## src/rtl/muldiv_pkg.sv

```systemverilog
`default_nettype none
// =============================================================================
// Module      : muldiv_pkg
// Description : Shared types and constants for the sequential mult/div unit.
// Revision    : 1.0 - initial release
// =============================================================================
package muldiv_pkg;

    localparam int MULDIV_ITER = 32;

    typedef enum logic [1:0] {
        MULT  = 2'b00,
        MULTU = 2'b01,
        DIV   = 2'b10,
        DIVU  = 2'b11
    } muldiv_op_e;

    typedef enum logic [1:0] {
        IDLE = 2'b00,
        RUN  = 2'b01,
        FIX  = 2'b10
    } muldiv_state_e;

    function automatic logic [31:0] abs32(input logic [31:0] v, input logic is_signed);
        return (is_signed && v[31]) ? (~v + 32'd1) : v;
    endfunction

endpackage
`default_nettype wire

```

## src/rtl/muldiv_step.sv

```systemverilog
`default_nettype none
// =============================================================================
// Module      : muldiv_step
// Description : One combinational shift-add (multiply) or restoring
//               shift-subtract (divide) iteration. The divide arm exists
//               only when MULDIV_SEQ_DIV_EN is defined.
// Revision    : 1.0 - initial release
// =============================================================================
module muldiv_step (
`ifdef MULDIV_SEQ_DIV_EN
    input  logic        is_div,
`endif
    input  logic [31:0] hi_in,
    input  logic [31:0] lo_in,
    input  logic [31:0] m,
    output logic [31:0] hi_out,
    output logic [31:0] lo_out
);

    logic [32:0] w_sum;
`ifdef MULDIV_SEQ_DIV_EN
    logic [32:0] w_shifted;
    logic        w_ge;
`endif

    always_comb begin
        // Multiply: {hi,lo} is the product/multiplier pair shifted right each step
        w_sum  = {1'b0, hi_in} + {1'b0, (lo_in[0] ? m : 32'd0)};
        hi_out = w_sum[32:1];
        lo_out = {w_sum[0], lo_in[31:1]};
`ifdef MULDIV_SEQ_DIV_EN
        w_shifted = {hi_in, lo_in[31]};
        w_ge      = (w_shifted >= {1'b0, m});
        if (is_div) begin
            hi_out = w_ge ? (w_shifted[31:0] - m) : w_shifted[31:0];
            lo_out = {lo_in[30:0], w_ge};
        end
`endif
    end

endmodule
`default_nettype wire

```

## src/rtl/muldiv_seq.sv

```systemverilog
`default_nettype none
// =============================================================================
// Module      : muldiv_seq
// Description : Iterative 32x32 multiply / divide unit with HI/LO registers.
//               Divide support is enabled by defining MULDIV_SEQ_DIV_EN.
// Revision    : 1.0 - initial release
// =============================================================================
module muldiv_seq
    import muldiv_pkg::*;
#(
    parameter int ITER = MULDIV_ITER
) (
    input  logic        clk,
    input  logic        rst,
    input  logic        start,
    input  logic [1:0]  op,
    input  logic [31:0] a,
    input  logic [31:0] b,
    input  logic        rd_hi_req,
    input  logic        rd_lo_req,
    input  logic        wr_hi,
    input  logic        wr_lo,
    input  logic [31:0] wdata,
    output logic        busy,
    output logic        stall,
    output logic        done,
    output logic        div_by_zero,
    output logic [31:0] hi,
    output logic [31:0] lo
);

    localparam logic [5:0] C_LAST_STEP = 6'(ITER - 1);

    muldiv_state_e state_q, state_d;
    logic [5:0]    cnt_q, cnt_d;
    logic [31:0]   acc_hi_q, acc_hi_d, acc_lo_q, acc_lo_d, m_q, m_d;
    logic [31:0]   hi_q, hi_d, lo_q, lo_d;
    logic          neg_lo_q, neg_lo_d, done_q, done_d;
    logic [31:0]   w_step_hi, w_step_lo;
    logic [63:0]   w_prod;
    logic          w_signed_op, w_start_ok;
`ifdef MULDIV_SEQ_DIV_EN
    logic          is_div_q, is_div_d, neg_hi_q, neg_hi_d, bz_q, bz_d, dbz_q, dbz_d;
`endif

    assign w_signed_op = (muldiv_op_e'(op) == MULT) || (muldiv_op_e'(op) == DIV);
`ifdef MULDIV_SEQ_DIV_EN
    assign w_start_ok  = start && (state_q == IDLE);
`else
    assign w_start_ok  = start && (state_q == IDLE) && !op[1];
`endif

    muldiv_step u_step (
`ifdef MULDIV_SEQ_DIV_EN
        .is_div (is_div_q),
`endif
        .hi_in  (acc_hi_q),
        .lo_in  (acc_lo_q),
        .m      (m_q),
        .hi_out (w_step_hi),
        .lo_out (w_step_lo)
    );

    always_ff @(posedge clk) begin
        if (rst) state_q <= IDLE;
        else     state_q <= state_d;
    end

    always_comb begin
        state_d = state_q;
        case (state_q)
            IDLE:    if (w_start_ok) state_d = RUN;
            RUN:     if (cnt_q == C_LAST_STEP) state_d = FIX;
            FIX:     state_d = IDLE;
            default: state_d = IDLE;
        endcase
    end

    always_comb begin
        busy  = (state_q != IDLE);
        stall = busy && (start || rd_hi_req || rd_lo_req || wr_hi || wr_lo);
    end

    always_comb begin
        cnt_d    = cnt_q;
        acc_hi_d = acc_hi_q;
        acc_lo_d = acc_lo_q;
        m_d      = m_q;
        neg_lo_d = neg_lo_q;
        hi_d     = hi_q;
        lo_d     = lo_q;
        done_d   = 1'b0;
        w_prod   = {acc_hi_q, acc_lo_q};
`ifdef MULDIV_SEQ_DIV_EN
        is_div_d = is_div_q;
        neg_hi_d = neg_hi_q;
        bz_d     = bz_q;
        dbz_d    = 1'b0;
`endif
        case (state_q)
            IDLE: begin
                if (wr_hi) hi_d = wdata;
                if (wr_lo) lo_d = wdata;
                // Both ops iterate on magnitudes; signs are restored in FIX
                if (w_start_ok) begin
                    cnt_d    = '0;
                    acc_hi_d = '0;
                    acc_lo_d = abs32(a, w_signed_op);
                    m_d      = abs32(b, w_signed_op);
                    neg_lo_d = w_signed_op && (a[31] ^ b[31]);
`ifdef MULDIV_SEQ_DIV_EN
                    is_div_d = op[1];
                    neg_hi_d = w_signed_op && a[31];
                    bz_d     = (b == 32'd0);
`endif
                end
            end
            RUN: begin
                acc_hi_d = w_step_hi;
                acc_lo_d = w_step_lo;
                cnt_d    = cnt_q + 6'd1;
            end
            FIX: begin
                done_d = 1'b1;
                if (neg_lo_q) w_prod = ~{acc_hi_q, acc_lo_q} + 64'd1;
`ifdef MULDIV_SEQ_DIV_EN
                if (is_div_q) begin
                    lo_d  = neg_lo_q ? (~acc_lo_q + 32'd1) : acc_lo_q;
                    hi_d  = neg_hi_q ? (~acc_hi_q + 32'd1) : acc_hi_q;
                    // Divide by zero leaves |a| in the remainder, so hi already equals a
                    if (bz_q) lo_d = 32'hFFFF_FFFF;
                    dbz_d = bz_q;
                end else
`endif
                begin
                    hi_d = w_prod[63:32];
                    lo_d = w_prod[31:0];
                end
            end
            default: ;
        endcase
    end

    always_ff @(posedge clk) begin
        if (rst) begin
            cnt_q    <= '0;
            acc_hi_q <= '0;
            acc_lo_q <= '0;
            m_q      <= '0;
            neg_lo_q <= 1'b0;
            hi_q     <= '0;
            lo_q     <= '0;
            done_q   <= 1'b0;
`ifdef MULDIV_SEQ_DIV_EN
            is_div_q <= 1'b0;
            neg_hi_q <= 1'b0;
            bz_q     <= 1'b0;
            dbz_q    <= 1'b0;
`endif
        end else begin
            cnt_q    <= cnt_d;
            acc_hi_q <= acc_hi_d;
            acc_lo_q <= acc_lo_d;
            m_q      <= m_d;
            neg_lo_q <= neg_lo_d;
            hi_q     <= hi_d;
            lo_q     <= lo_d;
            done_q   <= done_d;
`ifdef MULDIV_SEQ_DIV_EN
            is_div_q <= is_div_d;
            neg_hi_q <= neg_hi_d;
            bz_q     <= bz_d;
            dbz_q    <= dbz_d;
`endif
        end
    end

    assign done = done_q;
    assign hi   = hi_q;
    assign lo   = lo_q;
`ifdef MULDIV_SEQ_DIV_EN
    assign div_by_zero = dbz_q;
`else
    assign div_by_zero = 1'b0;
`endif

endmodule
`default_nettype wire

```

## config.mk

```make
export PLATFORM = sky130hd
export DESIGN_NAME = muldiv_seq
export DESIGN_NICKNAME = d
export VERILOG_FILES = /design/src/rtl/muldiv_pkg.sv /design/src/rtl/muldiv_step.sv /design/src/rtl/muldiv_seq.sv
export SDC_FILE = /design/constraint.sdc
export NUM_CORES = 1
export LEC_CHECK = 0
export ABC_AREA = 1
export BUFFER_PORTS_ARGS = -buffer_cell sky130_fd_sc_hd__buf_2
export CAP_MARGIN = 20
export CORE_MARGIN = 2
export CORE_UTILIZATION = 48
export DETAILED_ROUTE_END_ITERATION = 16
export PLACE_DENSITY = 0.71
export SETUP_SLACK_MARGIN = 0.15
export SYNTH_ARGS = -nofsm -noshare
export SYNTH_HDL_FRONTEND = slang
export SYNTH_SLANG_ARGS = --single-unit
```

## constraint.sdc

```tcl
create_clock -name clk -period 4.33 [get_ports clk]
set_clock_uncertainty 0.05 [all_clocks]
set_input_delay 0 -clock clk [delete_from_list [all_inputs] [get_ports clk]]
set_output_delay 0 -clock clk [all_outputs]
set_load 0.05 [all_outputs]
```

==> impl_metrics.tcl <==
set metrics [dict create \
    vias 15300 \
    place_hpwl_um 35900 \
    critPathBufInv 3 \
    synthXorXnorAreaFrac_pct 1.23 \
    synthCells 2158 \
    crit_fanout 77 \
    status "completed" \
    startpoint_type "flop" \
    rows 59 \
    synth_area_leaders "dfxtp_1 26%, nand2_1 16%, nor2_1 8.3%, a21oi_1 7.8%, inv_1 6.9%" \
    yosys.area_share.adder_pct 3.66 \
    path_clk_slew_ns 0.08 \
    globalRoute.totalOverflow 0 \
    fmax_ghz 0.340 \
    setup_violations 0 \
    cap_violations 0 \
    coreArea_um2 26200 \
    use_met3_pct 5.20 \
    cpPeakStageDelay_ns 0.62 \
    synth_top_area_share_pct 26.5 \
    use_met1_pct 48.1 \
    hp-class "in2reg" \
    drt-pass1-iter-count 6 \
    ant_nets 0 \
    crit_type "reg2reg" \
    first_iter_violations 1474 \
    top_usage_layer "met2" \
    grt_pass1_wl_um 74200 \
    min_period_ns 2.94 \
    yosysSeqAreaShare_pct 26.5 \
    initial_utilization_pct 49.1 \
    yosys_warnings 0 \
    synth_compound_area_share_pct 20.5 \
    grt_util_met2_pct 51.4 \
    cts_sinks 170 \
    diodes 0 \
    drt-total-wl_um 47800 \
    insertion_delay_ns 0.44 \
    worstSetupEndpointType "flop" \
    numCtsBuffers 17 \
    gp_congestion 0.978 \
    required_ns 4.67 \
    drive_above_1_share_pct 12.0 \
    setup_tns_ns 0 \
    rsz0062_at_grt "false" \
    synth_area_per_cell_um2 5.96 \
    cts_root_buf "clkbuf_16" \
    crit_chain "nor2_1 -> nand2_2 -> inv_2 -> buf_4 -> o21ai_0 -> a31oi_1 -> dlygate4sd3_1" \
    die-area_um2 28100 \
    cts_tree "done" \
    routedWlPerCell_um 17.5 \
    ir_drop_v 0.000250 \
    viasPerCell 5.62 \
    syn2layout_area_growth_pct 19.8 \
    synth_top_cells_by_count "543 x nand2_1, 283 x nor2_1, 238 x inv_1" \
    ys_types 55 \
    synth_mux_area_share_pct 0 \
    htreeDepth 4 \
    grt_max_degree 78 \
    worstMarginPinSlew_ns 1.03 \
    fin_nets 2516 \
    yosysTopAreaCell "dfxtp_1" \
    syn_nets 2300 \
    grt_pass1_vias 13600 \
    ys.flop_type "dfxtp_1" \
    die_w_um 168 \
    dieHeight_um 168 \
    clock_path_buffers 2 \
    portBuffers 171 \
    post-route-period-util_pct 67.9 \
    synth-edff-count 0 \
    power_density_nw_per_um2 293 \
    slew_headroom_pct 31.1 \
    track_usage_pct 33.3 \
    async_flop_share_pct 0 \
    synth_most_common_cell "nand2_1" \
    drv_slew 0 \
    crit_family "buffers and inverters" \
    synth_top_family_by_area "simple AND/OR/NAND/NOR gates" \
    crit_arrival_ns 3.28 \
    final_util_pct 58.8 \
    antenna_found_initial 1 \
    fillers 2559 \
    io-pin-count 173 \
    drcViolationCount 0 \
    p_leak_uw 0.00755 \
    post_cts_resized 0 \
    hold_viol 0 \
    ys_seq_elements 170 \
    yosys.area_share.simple_pct 37.6 \
    cpMaxStageDelayCell "buf_4" \
    synth_area_um2 12900 \
]
==> state kept, by name, indices dropped and copies added, names as in the netlist <==
name,cells
acc_hi_q,32
acc_lo_q,32
hi,32
lo,32
m_q,32
cnt_q,6
state_q,2
done,1
neg_lo_q,1
==> where the power goes <==
| part | switching (uW) | internal [uW] |
|---|---|---|
| logic | 829 | 369 |
| registers | 71.5 | 1660 |
| clock network | 801 | 780 |
| total | 1700 | 2810 |
==> cell usage in the layout, fill, tap and decap left out, types with 13 or more instances in the layout <==
| master | n |
|---|---|
| nor2_1 | 283 |
| xor2_1 | 17 |
| dlygate4sd3_1 | 98 |
| nand3_1 | 175 |
| o21ai_0 | 176 |
| o21ai_1 | 13 |
| nand3b_1 | 13 |
| inv_1 | 237 |
| a31oi_1 | 26 |
| o22ai_1 | 17 |
| a21oi_1 | 201 |
| nand4_1 | 29 |
| inv_2 | 13 |
| clkbuf_16 | 17 |
| nor3_1 | 18 |
| buf_2 | 171 |
| ha_1 | 36 |
| nand2_1 | 543 |
| dfxtp_1 | 169 |
==> through the flow <==
| step | cell area, um^2 | setup WS [ns] | total power, uW | instances | hold WS [ns] |
|---|---|---|---|---|---|
| floorplan | 12900 | 1.99 | 2560 | 2158 | 0.0981 |
| global placement | 13800 | 1.64 | 2850 | 2592 | 0.240 |
| detailed placement | 13800 | 1.58 | 2870 | 2592 | 0.244 |
| CTS | 15400 | 1.43 | 4480 | 2722 | 0.00351 |
| global route | 15400 | 1.17 | 4690 | 2722 | 0.0608 |
| finish | 15400 | 1.39 | 4510 | 2722 | 0.0334 |
==> what timing repair did <==
| item | CTS | global route |
|---|---|---|
| buffers inserted | 0 | 0 |
| endpoints found under the hold margin | 127 | 0 |
| hold buffers | 98 | 0 |
==> final timing paths <==
kind              start      endpoint  slack [ns]  cells after the start
min               a[17]  acc_lo_q[17]        0.03                      4
max reg2reg  state_q[1]        m_q[1]        1.39                      7
max          state_q[1]        m_q[1]        1.39                      7
min reg2reg    cnt_q[5]      cnt_q[5]        0.44                      1
==> cell type report <==
| cell class | count | area, um^2 | area share (%) |
|---|---|---|---|
| Clock buffer | 17 | 425 | 2.76 |
| Tap cell | 335 | 419 | 2.72 |
| Clock inverter | 15 | 178 | 1.15 |
| Inverter | 252 | 951 | 6.18 |
| Multi-Input combinational cell | 1656 | 8120 | 52.8 |
| Sequential cell | 170 | 3400 | 22.1 |
| Timing Repair Buffer | 277 | 1900 | 12.3 |
==> worst register-to-register path, delay by kind of cell, from the launching register on <==
family | cells | cell delay, ns
buf+inv | 3 | 1.43
simple gates | 2 | 0.62
compound gates | 2 | 0.41
flops | 1 | 0.38
==> metal layers <==
layer / vias up / routed length (um)
li1: 7540 / -
met1: 7005 / 22200
met2: 677 / 20500
met3: 72 / 3870
met4: 2 / 1130
met5: - / 11
==> cells by family after synthesis <==
logic type	after synthesis
buffers and inverters	332
XOR/XNOR	18
AO/OA/AOI/OAI	482
AND/OR/NAND/NOR	1118
flip-flops	170
other	1
adder cells (fa/ha/maj)	37
Power figures use the tool's default switching activity.
